`src/rtl/fetch_unit_pipelined_if.sv`:
```
// Bundle of all non-clock/reset signals of the fetch unit.
//   master : the fetch unit side (drives the imem request and the decode-side
//            instruction, receives redirect, imem ready/response and decode ready)
//   slave  : the environment side (branch unit, instruction memory, decode)
// Signals:
//   i_redirect_valid / i_redirect_addr   branch redirect request and target
//   o_imem_req_valid / o_imem_req_addr   imem request
//   i_imem_req_ready                     imem accepts request
//   i_imem_rsp_valid / i_imem_rsp_data   in-order imem response, no back-pressure
//   o_valid / o_instruction / o_pc / o_pc_plus4   head of instruction buffer
//   i_ready                              decode accepts head
interface fetch_unit_pipelined_if #(
  parameter int DATA_WIDTH = 32,
  parameter int ADDR_WIDTH = 32
);
  logic                  i_redirect_valid;
  logic [ADDR_WIDTH-1:0] i_redirect_addr;
  logic                  o_imem_req_valid;
  logic [ADDR_WIDTH-1:0] o_imem_req_addr;
  logic                  i_imem_req_ready;
  logic                  i_imem_rsp_valid;
  logic [DATA_WIDTH-1:0] i_imem_rsp_data;
  logic                  o_valid;
  logic [DATA_WIDTH-1:0] o_instruction;
  logic [ADDR_WIDTH-1:0] o_pc;
  logic [ADDR_WIDTH-1:0] o_pc_plus4;
  logic                  i_ready;

  modport master (
    input  i_redirect_valid, i_redirect_addr, i_imem_req_ready,
           i_imem_rsp_valid, i_imem_rsp_data, i_ready,
    output o_imem_req_valid, o_imem_req_addr, o_valid, o_instruction,
           o_pc, o_pc_plus4
  );

  modport slave (
    output i_redirect_valid, i_redirect_addr, i_imem_req_ready,
           i_imem_rsp_valid, i_imem_rsp_data, i_ready,
    input  o_imem_req_valid, o_imem_req_addr, o_valid, o_instruction,
           o_pc, o_pc_plus4
  );
endinterface

```
`src/rtl/fetch_unit_pipelined.sv`:
```
// Pipelined instruction fetch stage.
// Issues in-order imem requests (several may be in flight), buffers the
// returned words in a FIFO tagged with their PC and hands them to decode over
// a valid/ready handshake. A redirect flushes the buffer, restarts fetch at
// the (word-aligned) target and discards every response still in flight.
// Ports:
//   clk    clock
//   reset  asynchronous, active-high reset
//   bus    fetch_unit_pipelined_if.master: redirect, imem request/response,
//          decode-side instruction handshake
module fetch_unit_pipelined #(
  parameter int                  DATA_WIDTH      = 32,
  parameter int                  ADDR_WIDTH      = 32,
  parameter logic [ADDR_WIDTH-1:0] RESET_PC      = '0,
  parameter int                  FIFO_DEPTH      = 4,
  parameter int                  MAX_OUTSTANDING = 2
) (
  input  logic                    clk,
  input  logic                    reset,
  fetch_unit_pipelined_if.master  bus
);

  localparam int OW = $clog2(MAX_OUTSTANDING + 1);
  localparam int CW = $clog2(FIFO_DEPTH + 1);
  localparam int PW = $clog2(FIFO_DEPTH);
  localparam int SW = CW + 1;

  logic [ADDR_WIDTH-1:0] fetch_pc;
  logic [OW-1:0]         outstanding;
  logic [OW-1:0]         drop;
  logic [OW-1:0]         live;
  logic [CW-1:0]         count;
  logic [PW-1:0]         head;
  logic [PW-1:0]         tail;

  logic [ADDR_WIDTH-1:0] fifo_pc    [FIFO_DEPTH];
  logic [DATA_WIDTH-1:0] fifo_instr [FIFO_DEPTH];

  logic                  req_valid;
  logic                  req_hs;
  logic                  rsp_acc;
  logic                  push;
  logic                  pop;
  logic                  out_valid;
  logic [ADDR_WIDTH-1:0] pc_tag;
  logic                  space_ok;
  logic                  out_ok;

  // Target low bits are forced to zero, so they are intentionally not used.
  wire unused_redirect_lsbs = &{1'b0, bus.i_redirect_addr[1:0]};

  always_comb begin
    live     = outstanding - drop;
    // Every live request already owns a FIFO slot; a new one needs a free slot.
    space_ok = ({1'b0, count} + SW'(live)) < SW'(FIFO_DEPTH);
    out_ok   = outstanding < OW'(MAX_OUTSTANDING);
    req_valid = !reset && !bus.i_redirect_valid && out_ok && space_ok;
    req_hs    = req_valid && bus.i_imem_req_ready;
    // A response with nothing outstanding is a protocol violation; ignore it
    // rather than wrap the counters.
    rsp_acc   = bus.i_imem_rsp_valid && (outstanding != '0);
    push      = rsp_acc && (drop == '0) && !bus.i_redirect_valid;
    out_valid = (count != '0) && !bus.i_redirect_valid;
    pop       = out_valid && bus.i_ready;
    // Oldest live request: fetch_pc has advanced 4 bytes per live request.
    pc_tag    = fetch_pc - (ADDR_WIDTH'(live) << 2);
  end

  assign bus.o_imem_req_valid = req_valid;
  assign bus.o_imem_req_addr  = fetch_pc;
  assign bus.o_valid          = out_valid;
  assign bus.o_instruction    = fifo_instr[head];
  assign bus.o_pc             = fifo_pc[head];
  assign bus.o_pc_plus4       = fifo_pc[head] + ADDR_WIDTH'(4);

  always_ff @(posedge clk or posedge reset) begin
    if (reset) begin
      fetch_pc    <= RESET_PC;
      outstanding <= '0;
      drop        <= '0;
      count       <= '0;
      head        <= '0;
      tail        <= '0;
    end else if (bus.i_redirect_valid) begin
      // Everything still in flight after this cycle's response is stale.
      fetch_pc    <= {bus.i_redirect_addr[ADDR_WIDTH-1:2], 2'b00};
      outstanding <= outstanding - OW'(rsp_acc);
      drop        <= outstanding - OW'(rsp_acc);
      count       <= '0;
      head        <= '0;
      tail        <= '0;
    end else begin
      if (req_hs) begin
        fetch_pc <= fetch_pc + ADDR_WIDTH'(4);
      end
      outstanding <= outstanding + OW'(req_hs) - OW'(rsp_acc);
      if (rsp_acc && (drop != '0)) begin
        drop <= drop - OW'(1);
      end
      if (push) begin
        tail <= tail + PW'(1);
      end
      if (pop) begin
        head <= head + PW'(1);
      end
      count <= count + CW'(push) - CW'(pop);
    end
  end

  // Buffer storage carries data only and needs no reset.
  always_ff @(posedge clk) begin
    if (push) begin
      fifo_pc[tail]    <= pc_tag;
      fifo_instr[tail] <= bus.i_imem_rsp_data;
    end
  end

  fifo_no_overflow: assert property (@(posedge clk) disable iff (reset)
    push |-> (count < CW'(FIFO_DEPTH)));

endmodule

```
`src/flat_wrapper.sv`:
```
// flat-port wrapper written by rule: the top's interface ports become plain ports
module fetch_unit_pipelined_flat 
#(
  parameter int                  DATA_WIDTH      = 32,
  parameter int                  ADDR_WIDTH      = 32,
  parameter logic [ADDR_WIDTH-1:0] RESET_PC      = '0,
  parameter int                  FIFO_DEPTH      = 4,
  parameter int                  MAX_OUTSTANDING = 2
)
  (clk, reset, bus_i_redirect_valid, bus_i_redirect_addr, bus_i_imem_req_ready, bus_i_imem_rsp_valid, bus_i_imem_rsp_data, bus_i_ready, bus_o_imem_req_valid, bus_o_imem_req_addr, bus_o_valid, bus_o_instruction, bus_o_pc, bus_o_pc_plus4);
  fetch_unit_pipelined_if #(.DATA_WIDTH(DATA_WIDTH), .ADDR_WIDTH(ADDR_WIDTH)) bus_i ();
  input  logic clk;
  input  logic reset;
  input wire logic [$bits(bus_i.i_redirect_valid)-1:0] bus_i_redirect_valid;
  input wire logic [$bits(bus_i.i_redirect_addr)-1:0] bus_i_redirect_addr;
  input wire logic [$bits(bus_i.i_imem_req_ready)-1:0] bus_i_imem_req_ready;
  input wire logic [$bits(bus_i.i_imem_rsp_valid)-1:0] bus_i_imem_rsp_valid;
  input wire logic [$bits(bus_i.i_imem_rsp_data)-1:0] bus_i_imem_rsp_data;
  input wire logic [$bits(bus_i.i_ready)-1:0] bus_i_ready;
  output wire logic [$bits(bus_i.o_imem_req_valid)-1:0] bus_o_imem_req_valid;
  output wire logic [$bits(bus_i.o_imem_req_addr)-1:0] bus_o_imem_req_addr;
  output wire logic [$bits(bus_i.o_valid)-1:0] bus_o_valid;
  output wire logic [$bits(bus_i.o_instruction)-1:0] bus_o_instruction;
  output wire logic [$bits(bus_i.o_pc)-1:0] bus_o_pc;
  output wire logic [$bits(bus_i.o_pc_plus4)-1:0] bus_o_pc_plus4;
  assign bus_i.i_redirect_valid = bus_i_redirect_valid;
  assign bus_i.i_redirect_addr = bus_i_redirect_addr;
  assign bus_i.i_imem_req_ready = bus_i_imem_req_ready;
  assign bus_i.i_imem_rsp_valid = bus_i_imem_rsp_valid;
  assign bus_i.i_imem_rsp_data = bus_i_imem_rsp_data;
  assign bus_i.i_ready = bus_i_ready;
  assign bus_o_imem_req_valid = bus_i.o_imem_req_valid;
  assign bus_o_imem_req_addr = bus_i.o_imem_req_addr;
  assign bus_o_valid = bus_i.o_valid;
  assign bus_o_instruction = bus_i.o_instruction;
  assign bus_o_pc = bus_i.o_pc;
  assign bus_o_pc_plus4 = bus_i.o_pc_plus4;
  fetch_unit_pipelined #(.DATA_WIDTH(DATA_WIDTH), .ADDR_WIDTH(ADDR_WIDTH), .RESET_PC(RESET_PC), .FIFO_DEPTH(FIFO_DEPTH), .MAX_OUTSTANDING(MAX_OUTSTANDING)) u_core (.clk(clk), .reset(reset), .bus(bus_i));
endmodule
```
`config.mk`:
```
export PLATFORM = sky130hd
export DESIGN_NAME = fetch_unit_pipelined_flat
export DESIGN_NICKNAME = d
export VERILOG_FILES = /design/src/rtl/fetch_unit_pipelined_if.sv /design/src/rtl/fetch_unit_pipelined.sv /design/src/flat_wrapper.sv
export SDC_FILE = /design/constraint.sdc
export NUM_CORES = 1
export LEC_CHECK = 0
export CORE_AREA = 3 3 157 159
export DETAILED_ROUTE_END_ITERATION = 6
export DIE_AREA = 0 0 160 162
export PLACE_DENSITY = 0.85
export SLEW_MARGIN = 10
export SYNTH_ARGS = -nofsm -noshare
export SYNTH_HDL_FRONTEND = slang
export SYNTH_SLANG_ARGS = --single-unit
```
`constraint.sdc`:
```
create_clock -name clk -period 3.7 [get_ports clk]
set_input_delay 0.74 -clock clk [delete_from_list [all_inputs] [get_ports clk]]
set_output_delay 0.74 -clock clk [all_outputs]
set_load 0.05 [all_outputs]
```
==> results.sh, run 1 <==
export IMPL_run_status="complete, but fails checks"
export IMPL_violations="negative setup slack"
export IMPL_synth_common_cells="248 x edfxtp_1, 62 x mux4_2, 52 x nand2_1"
export IMPL_clkLatencyLatePin_ps=530
export IMPL_cp_common_cell="buf_4"
export IMPL_htree_levels=1
export IMPL_whs_ps=577
export IMPL_layout_worst_path_cycle_share_pct=103
export IMPL_grt_pass1_vias=8051
export IMPL_wl_per_cell_um=22.3
export IMPL_hold_path_end="u_core.tail[1]$_DFFE_PP0P_"
export IMPL_die_area_um2=25900
export IMPL_critPathArrivalTime_ps=3070
export IMPL_clock_sinks=289
export IMPL_portBuffers=191
export IMPL_ant_nets=0
export IMPL_clock_skew_ps=16.0
export IMPL_ff2ff_path_depth=10
export IMPL_yosysWarnings=0
export IMPL_drt_iter0_markers=662
export IMPL_cts_tree="done"
export IMPL_ios=200
export IMPL_viasPerCell=5.79
export IMPL_p_total_mw=11.5
export IMPL_rows=56
export IMPL_fin_crit_ps=3810
export IMPL_tightest_slew_ps=735
export IMPL_reg2reg_slack_ps=470
export IMPL_yosys_area_top_type_share_pct=59.1
export IMPL_setup_worst_path_start_class="flip-flop"
export IMPL_yosysUniqueCellTypes=50
export IMPL_place_hpwl_um=19600
export IMPL_detail_route_first_pass_iterations=4
export IMPL_antenna_found_initial=1
export IMPL_drv_cap=0
export IMPL_synth_seq_area_share_pct=67.3
export IMPL_hold_path_depth=2
export IMPL_cts_root_buf="clkbuf_16"
export IMPL_grt_first_pass_wirelength_um=46200
export IMPL_grt_overflow=0
export IMPL_worstReg2RegStart="u_core.drop[0]$_DFFE_PP0P_"
export IMPL_layout_nets=1110
export IMPL_grt_total_usage_pct=22.9
export IMPL_fin_util_pct=71.2
export IMPL_rsz0062_at_grt="true"
export IMPL_critical_path_buf_inv_count=4
export IMPL_vdd_drop_max_mv=0.373
export IMPL_grt_max_degree=52
export IMPL_area_growth_pct=32.2
export IMPL_regToRegEndpoint="u_core.fifo_pc[3][27]$_DFFE_PP_"
export IMPL_hold_class="flip-flop to flip-flop"
export IMPL_drcViolationCount=0
export IMPL_synth_seq_cells=289
export IMPL_wl_um=30400
export IMPL_criticalPathCategory="flip-flop to output pin"
export IMPL_worstPathCellList="buf_4, buf_4, mux4_2, nand3_1, nor4_2, buf_4, nand4_1, xnor2_2, buf_12"
export IMPL_fmax_ghz=0.263
export IMPL_netlist_instances=789
export IMPL_leakage_nw=5.78
export IMPL_drive_above_1_share_pct=21.8
export IMPL_crit_slowest_cell="dfrtp_4"
export IMPL_die_w_um=160
export IMPL_gp_congestion=0.835
export IMPL_synth_most_common_cell="edfxtp_1"
export IMPL_setup_viol=2
export IMPL_cp_top_family="buffers and inverters"
export IMPL_crit_path_max_incr_delay_ps=560
export IMPL_worst_setup_path_end_kind="output pin"
export IMPL_synth_main_ff_cell="edfxtp_1"
export IMPL_worstHoldStart="u_core.tail[1]$_DFFE_PP0P_"
export IMPL_syn_area_um2=12600
export IMPL_yosys_top_cells_area="edfxtp_1 59%, mux4_2 11%, dfrtp_1 8.1%, xnor2_1 3.5%, xor2_1 1.9%"
export IMPL_start_util_pct=53.8
export IMPL_relSlewSlack_pct=50.6
export IMPL_p_per_area_nw_per_um2=690
export IMPL_synthArstFlopShare_pct=14.2
export IMPL_fin_ws_ps=-107
export IMPL_vias=7902
export IMPL_avgSynthCellArea_um2=16.0
export IMPL_cts_buffer_depth=3
export IMPL_cts_made_buffers=28
export IMPL_worst_path_max_fanout=6
export IMPL_slew_viol_final=0
export IMPL_hold_buffers=0
export IMPL_synth_top_area_cell="edfxtp_1"
export IMPL_critPathRequiredTime_ps=2960
export IMPL_core_um2=23400
export IMPL_synth_edf_count=248
export IMPL_clk_pin_slew_ps=60
export IMPL_hold_violations=0
export IMPL_fp_dieH_um=162
[registers in the layout, summed over array words and instances, names as in the netlist]
name                        cells
u_core.count                    3
u_core.outstanding              2
u_core.fifo_pc                120
u_core.drop                     2
u_core.tail                     2
u_core.bus.o_imem_req_addr     30
u_core.head                     2
u_core.fifo_instr             128
[worst reg2reg max path: cells and delay by family, from the launching register on]
family | cells | cell delay [ps]
xor gates and xnor gates | 3 | 920
and+or+nand+nor | 4 | 1020
DFF | 1 | 400
adders and majority gates | 2 | 520
buffers and inverters | 1 | 120
[stage by stage]
stage | cells | setup WS (ps) | cell area, um^2 | TNS, ps
5_1_grt | 1364 | -213 | 16700 | -1770
3_3_place_gp | 1285 | 342 | 15300 | 0
2_1_floorplan | 794 | 3.75 | 12600 | 0
6_report | 1364 | -107 | 16700 | -121
4_1_cts | 1354 | -51.1 | 16500 | -221
3_5_place_dp | 1285 | 289 | 15300 | 0
[how the worst max path moves through the flow]
stage	slack, ps	end	start	cells after the start
finish	-110	bus_o_pc_plus4[31]	u_core.head[0]$_DFFE_PP0P_	9
global route	-210	bus_o_pc_plus4[31]	u_core.head[0]$_DFFE_PP0P_	8
CTS	-50	bus_o_pc_plus4[29]	u_core.head[0]$_DFFE_PP0P_	8
detailed placement	290	bus_o_pc_plus4[24]	u_core.head[0]$_DFFE_PP0P_	8
global placement	340	bus_o_pc_plus4[24]	u_core.head[0]$_DFFE_PP0P_	8
floorplan	4	bus_o_pc_plus4[22]	u_core.head[1]$_DFFE_PP0P_	8
[power breakdown]
part	switching, mW	total (mW)	internal, mW
Combinational	2.73	4.59	1.86
Clock	1.15	2.86	1.71
Sequential	0.188	4.05	3.86
Total	4.06	11.5	7.43
[cell families after synthesis]
logic type	count (synthesis)	share of synthesized area (%)
flip-flops	289	67.3
AND/OR/NAND/NOR	212	8.97
XOR/XNOR	78	5.42
buffers and inverters	72	2.54
multiplexers	65	11.3
AO/OA/AOI/OAI	55	2.63
adder cells (fa/ha/maj)	17	1.81
other	1	0.0298
[cell usage in the layout (no fill, tap or decap), types with 6 or more instances in the layout]
cell               n
a31oi_1            7
o211ai_1           6
edfxtp_1         248
and3_1             6
clkinv_1           6
conb_1             6
and2_1             6
nor2_1            37
buf_4             44
clkinv_2           6
inv_1             27
nand2_1           51
nand4_1           27
mux4_2            62
xnor2_2           14
xor2_1            27
nand3_1           23
clkbuf_16         29
xnor2_1           36
buf_12            36
dfrtp_1           39
o21ai_0           29
nor3_1            12
ha_1              14
clkdlybuf4s50_1  157
[layer usage]
metal / GRT usage (%) / share of wire (%) / vias to the layer above
met2: 38.8 / 51 / 348
li1: - / - / 3499
met3: 3.49 / 6.2 / 50
met1: 31.1 / 40 / 4005
met4: 6.94 / 2.3 / 0
met5: 0 / 0 / -
[layout make-up]
cell class	count	area, um^2
multi-input combinational	433	4030
antenna	1	2.50
inverter	28	105
sequential	289	8480
timing repair buffer	243	2710
fill	1474	6750
clock buffer	34	744
tap	319	399
clock inverter	17	185
[what timing repair did]
action | in CTS | in global routing
setup buffers | 18 | 8
pin swaps | 5 | 12
endpoints found under the setup margin | 45 | 22
gates resized for setup | 19 | 22
cloned | 0 | 1
(Power assumes the default switching activity.)
==> run 2: changes to the inputs <==
- CORE_AREA: 3 3 157 159 -> 3 3 152 154
- DIE_AREA: 0 0 160 162 -> 0 0 155 157
- PLACE_DENSITY: 0.85 -> 0.89
- SETUP_SLACK_MARGIN: unset -> 0.2
- SKIP_LAST_GASP: unset -> 1
- clock period: 3.7 -> 4.8 ns (I/O delays scaled with it)
==> run 2 against run 1 <==
  * The run now ends clean
  * Highest routed layer unchanged
  * Critical path type unchanged
  * Core utilization is 1.8 points higher
  * Sequential cell count stayed put
  * Total power is 26% lower
  * Worst setup slack improved by 450 ps
  * Clock skew rose by 6.9 ps
  * Final area is 4.4% lower
==> results.sh, run 2 (synthesis gave the netlist of run 1 again) <==
export IMPL_run_status="finished clean"
export IMPL_clk_pin_slew_ps=60
export IMPL_drcViolationCount=0
export IMPL_placed_area_um2=15000
export IMPL_critPathArrivalTime_ps=3500
export IMPL_cts_tree="done"
export IMPL_grt_max_degree=57
export IMPL_crit_slowest_cell="clkdlybuf4s50_1"
export IMPL_criticalPathCategory="flip-flop to output pin"
export IMPL_reg2reg_slack_ps=1280
export IMPL_detail_route_first_pass_iterations=5
export IMPL_crit_path_max_incr_delay_ps=820
export IMPL_hold_buffers=0
export IMPL_nFillCells=1296
export IMPL_largest_register_ffs=128
export IMPL_cts_buffer_depth=3
export IMPL_layout_worst_path_cycle_share_pct=92.9
export IMPL_die_w_um=155
export IMPL_clock_skew_ps=22.9
export IMPL_top_register="u_core.fifo_instr"
export IMPL_wl_um=29100
export IMPL_critPathLaunch="u_core.head[0]$_DFFE_PP0P_"
export IMPL_setup_viol=0
export IMPL_worstPathCellList="mux4_2, ha_1, nand3_1, or2_2, nor2_1, xor2_1, clkdlybuf4s50_1"
export IMPL_die_area_um2=24300
export IMPL_portBuffers=191
export IMPL_worst_setup_path_end_kind="output pin"
export IMPL_crit_end="bus_o_pc_plus4[12]"
export IMPL_rows=54
export IMPL_start_util_pct=57.7
export IMPL_viasPerCell=5.95
export IMPL_regArea_um2=8480
export IMPL_place_hpwl_um=19100
export IMPL_clkLatencyLatePin_ps=550
export IMPL_fp_dieH_um=157
export IMPL_drive_above_1_share_pct=15.4
export IMPL_regToRegEndpoint="u_core.bus.o_imem_req_addr[27]$_DFFE_PP0P_"
export IMPL_grt_total_usage_pct=24.1
export IMPL_critPathRequiredTime_ps=3840
export IMPL_fin_crit_ps=4460
export IMPL_grt_first_pass_wirelength_um=45100
export IMPL_finalInstanceArea_um2=15900
export IMPL_vias=7655
export IMPL_gp_congestion=0.837
export IMPL_cts_made_buffers=29
export IMPL_postCtsSetupBuffers=0
export IMPL_ant_nets=0
export IMPL_worstHoldStart="u_core.tail[1]$_DFFE_PP0P_"
export IMPL_ff2ff_path_depth=11
export IMPL_fmax_ghz=0.224
export IMPL_layout_nets=1072
export IMPL_p_per_area_nw_per_um2=532
export IMPL_multi_input_area_um2=3830
export IMPL_fin_ws_ps=341
export IMPL_area_growth_pct=26.4
export IMPL_cp_top_family="buffers and inverters"
export IMPL_grt_pass1_vias=7923
export IMPL_setup_worst_path_start_class="flip-flop"
export IMPL_diodes=0
export IMPL_drv_cap=0
export IMPL_ios=200
export IMPL_vdd_drop_max_mv=0.296
export IMPL_antenna_found_initial=0
export IMPL_drt_iter0_markers=635
export IMPL_grt_overflow=0
export IMPL_tightest_slew_ps=860
export IMPL_cts_root_buf="clkbuf_16"
export IMPL_leakage_nw=5.34
export IMPL_wl_per_cell_um=22.6
export IMPL_worstReg2RegStart="u_core.drop[0]$_DFFE_PP0P_"
export IMPL_core_um2=21800
export IMPL_rsz0062_at_grt="true"
export IMPL_slew_viol_final=0
export IMPL_tns_ps=0
export IMPL_htree_levels=1
export IMPL_relSlewSlack_pct=42.2
export IMPL_critical_path_buf_inv_count=1
export IMPL_worst_path_max_fanout=10
export IMPL_clock_sinks=289
export IMPL_hold_class="flip-flop to flip-flop"
export IMPL_dp_slack_ps=664
export IMPL_worst_path_stages=7
export IMPL_hold_violations=0
export IMPL_final_cell_mix="248 x edfxtp_1, 173 x clkdlybuf4s50_1, 62 x mux4_2"
export IMPL_final_common_cell="edfxtp_1"
run 2: worst min path at each step:
| stage | to | cells past startpoint |
|---|---|---|
| floorplan | u_core.tail[1]$_DFFE_PP0P_ | 2 |
| global placement | u_core.tail[1]$_DFFE_PP0P_ | 2 |
| detailed placement | u_core.tail[1]$_DFFE_PP0P_ | 2 |
| CTS | u_core.tail[1]$_DFFE_PP0P_ | 2 |
| global route | u_core.drop[1]$_DFFE_PP0P_ | 2 |
| finish | u_core.tail[1]$_DFFE_PP0P_ | 2 |
run 2: area by class of cell:
| type | count | share of cell area, % |
|---|---|---|
| multi-input cells | 433 | 24.1 |
| repair buffers | 204 | 14.1 |
| flip-flops and latches | 289 | 53.2 |
| clock inverters | 20 | 1.16 |
| clock buffers | 32 | 4.63 |
| inverters | 28 | 0.660 |
| well taps | 280 | 2.20 |
run 2: layer usage:
metal,GRT usage [%],routed length (um),part of all wire (%)
met1,31.4,11000,38
met2,42.5,15300,53
met3,3.55,2130,7.3
met4,7.11,684,2.4
met5,0,0,0
run 2: where the power goes:
part / leakage [nW] / internal, mW / switching (mW)
combinational: 2.16 / 1.19 / 1.97
sequential: 2.74 / 2.98 / 0.152
clock: 0.440 / 1.27 / 0.921
total: 5.34 / 5.43 / 3.04
run 2: stage by stage:
| step | util [%] | power (mW) | hold WS [ps] | std cells |
|---|---|---|---|---|
| after floorplan | - | 5.30 | 543 | 794 |
| after global placement | 68.7 | 6.26 | 566 | 1234 |
| after detailed placement | 68.7 | 6.33 | 577 | 1234 |
| after CTS | 72.9 | 8.53 | 587 | 1286 |
| after global routing | 73.0 | 8.80 | 616 | 1286 |
| final | 73.0 | 8.47 | 587 | 1286 |
run 2: worst reg2reg max path: cells and delay by family, from the launching register on:
family                     cells  cell delay (ps)
and+or+nand+nor                4             1530
buffers and inverters          2              540
adders and majority gates      2              460
DFF                            1              410
xor gates and xnor gates       2              350
AOI/OAI and AO/OA              1              160
run 2: what timing repair did:
| item | CTS | global route |
|---|---|---|
| setup endpoints to repair | 4 | 6 |
| resized for setup | 1 | 2 |
| pin swaps | 0 | 0 |
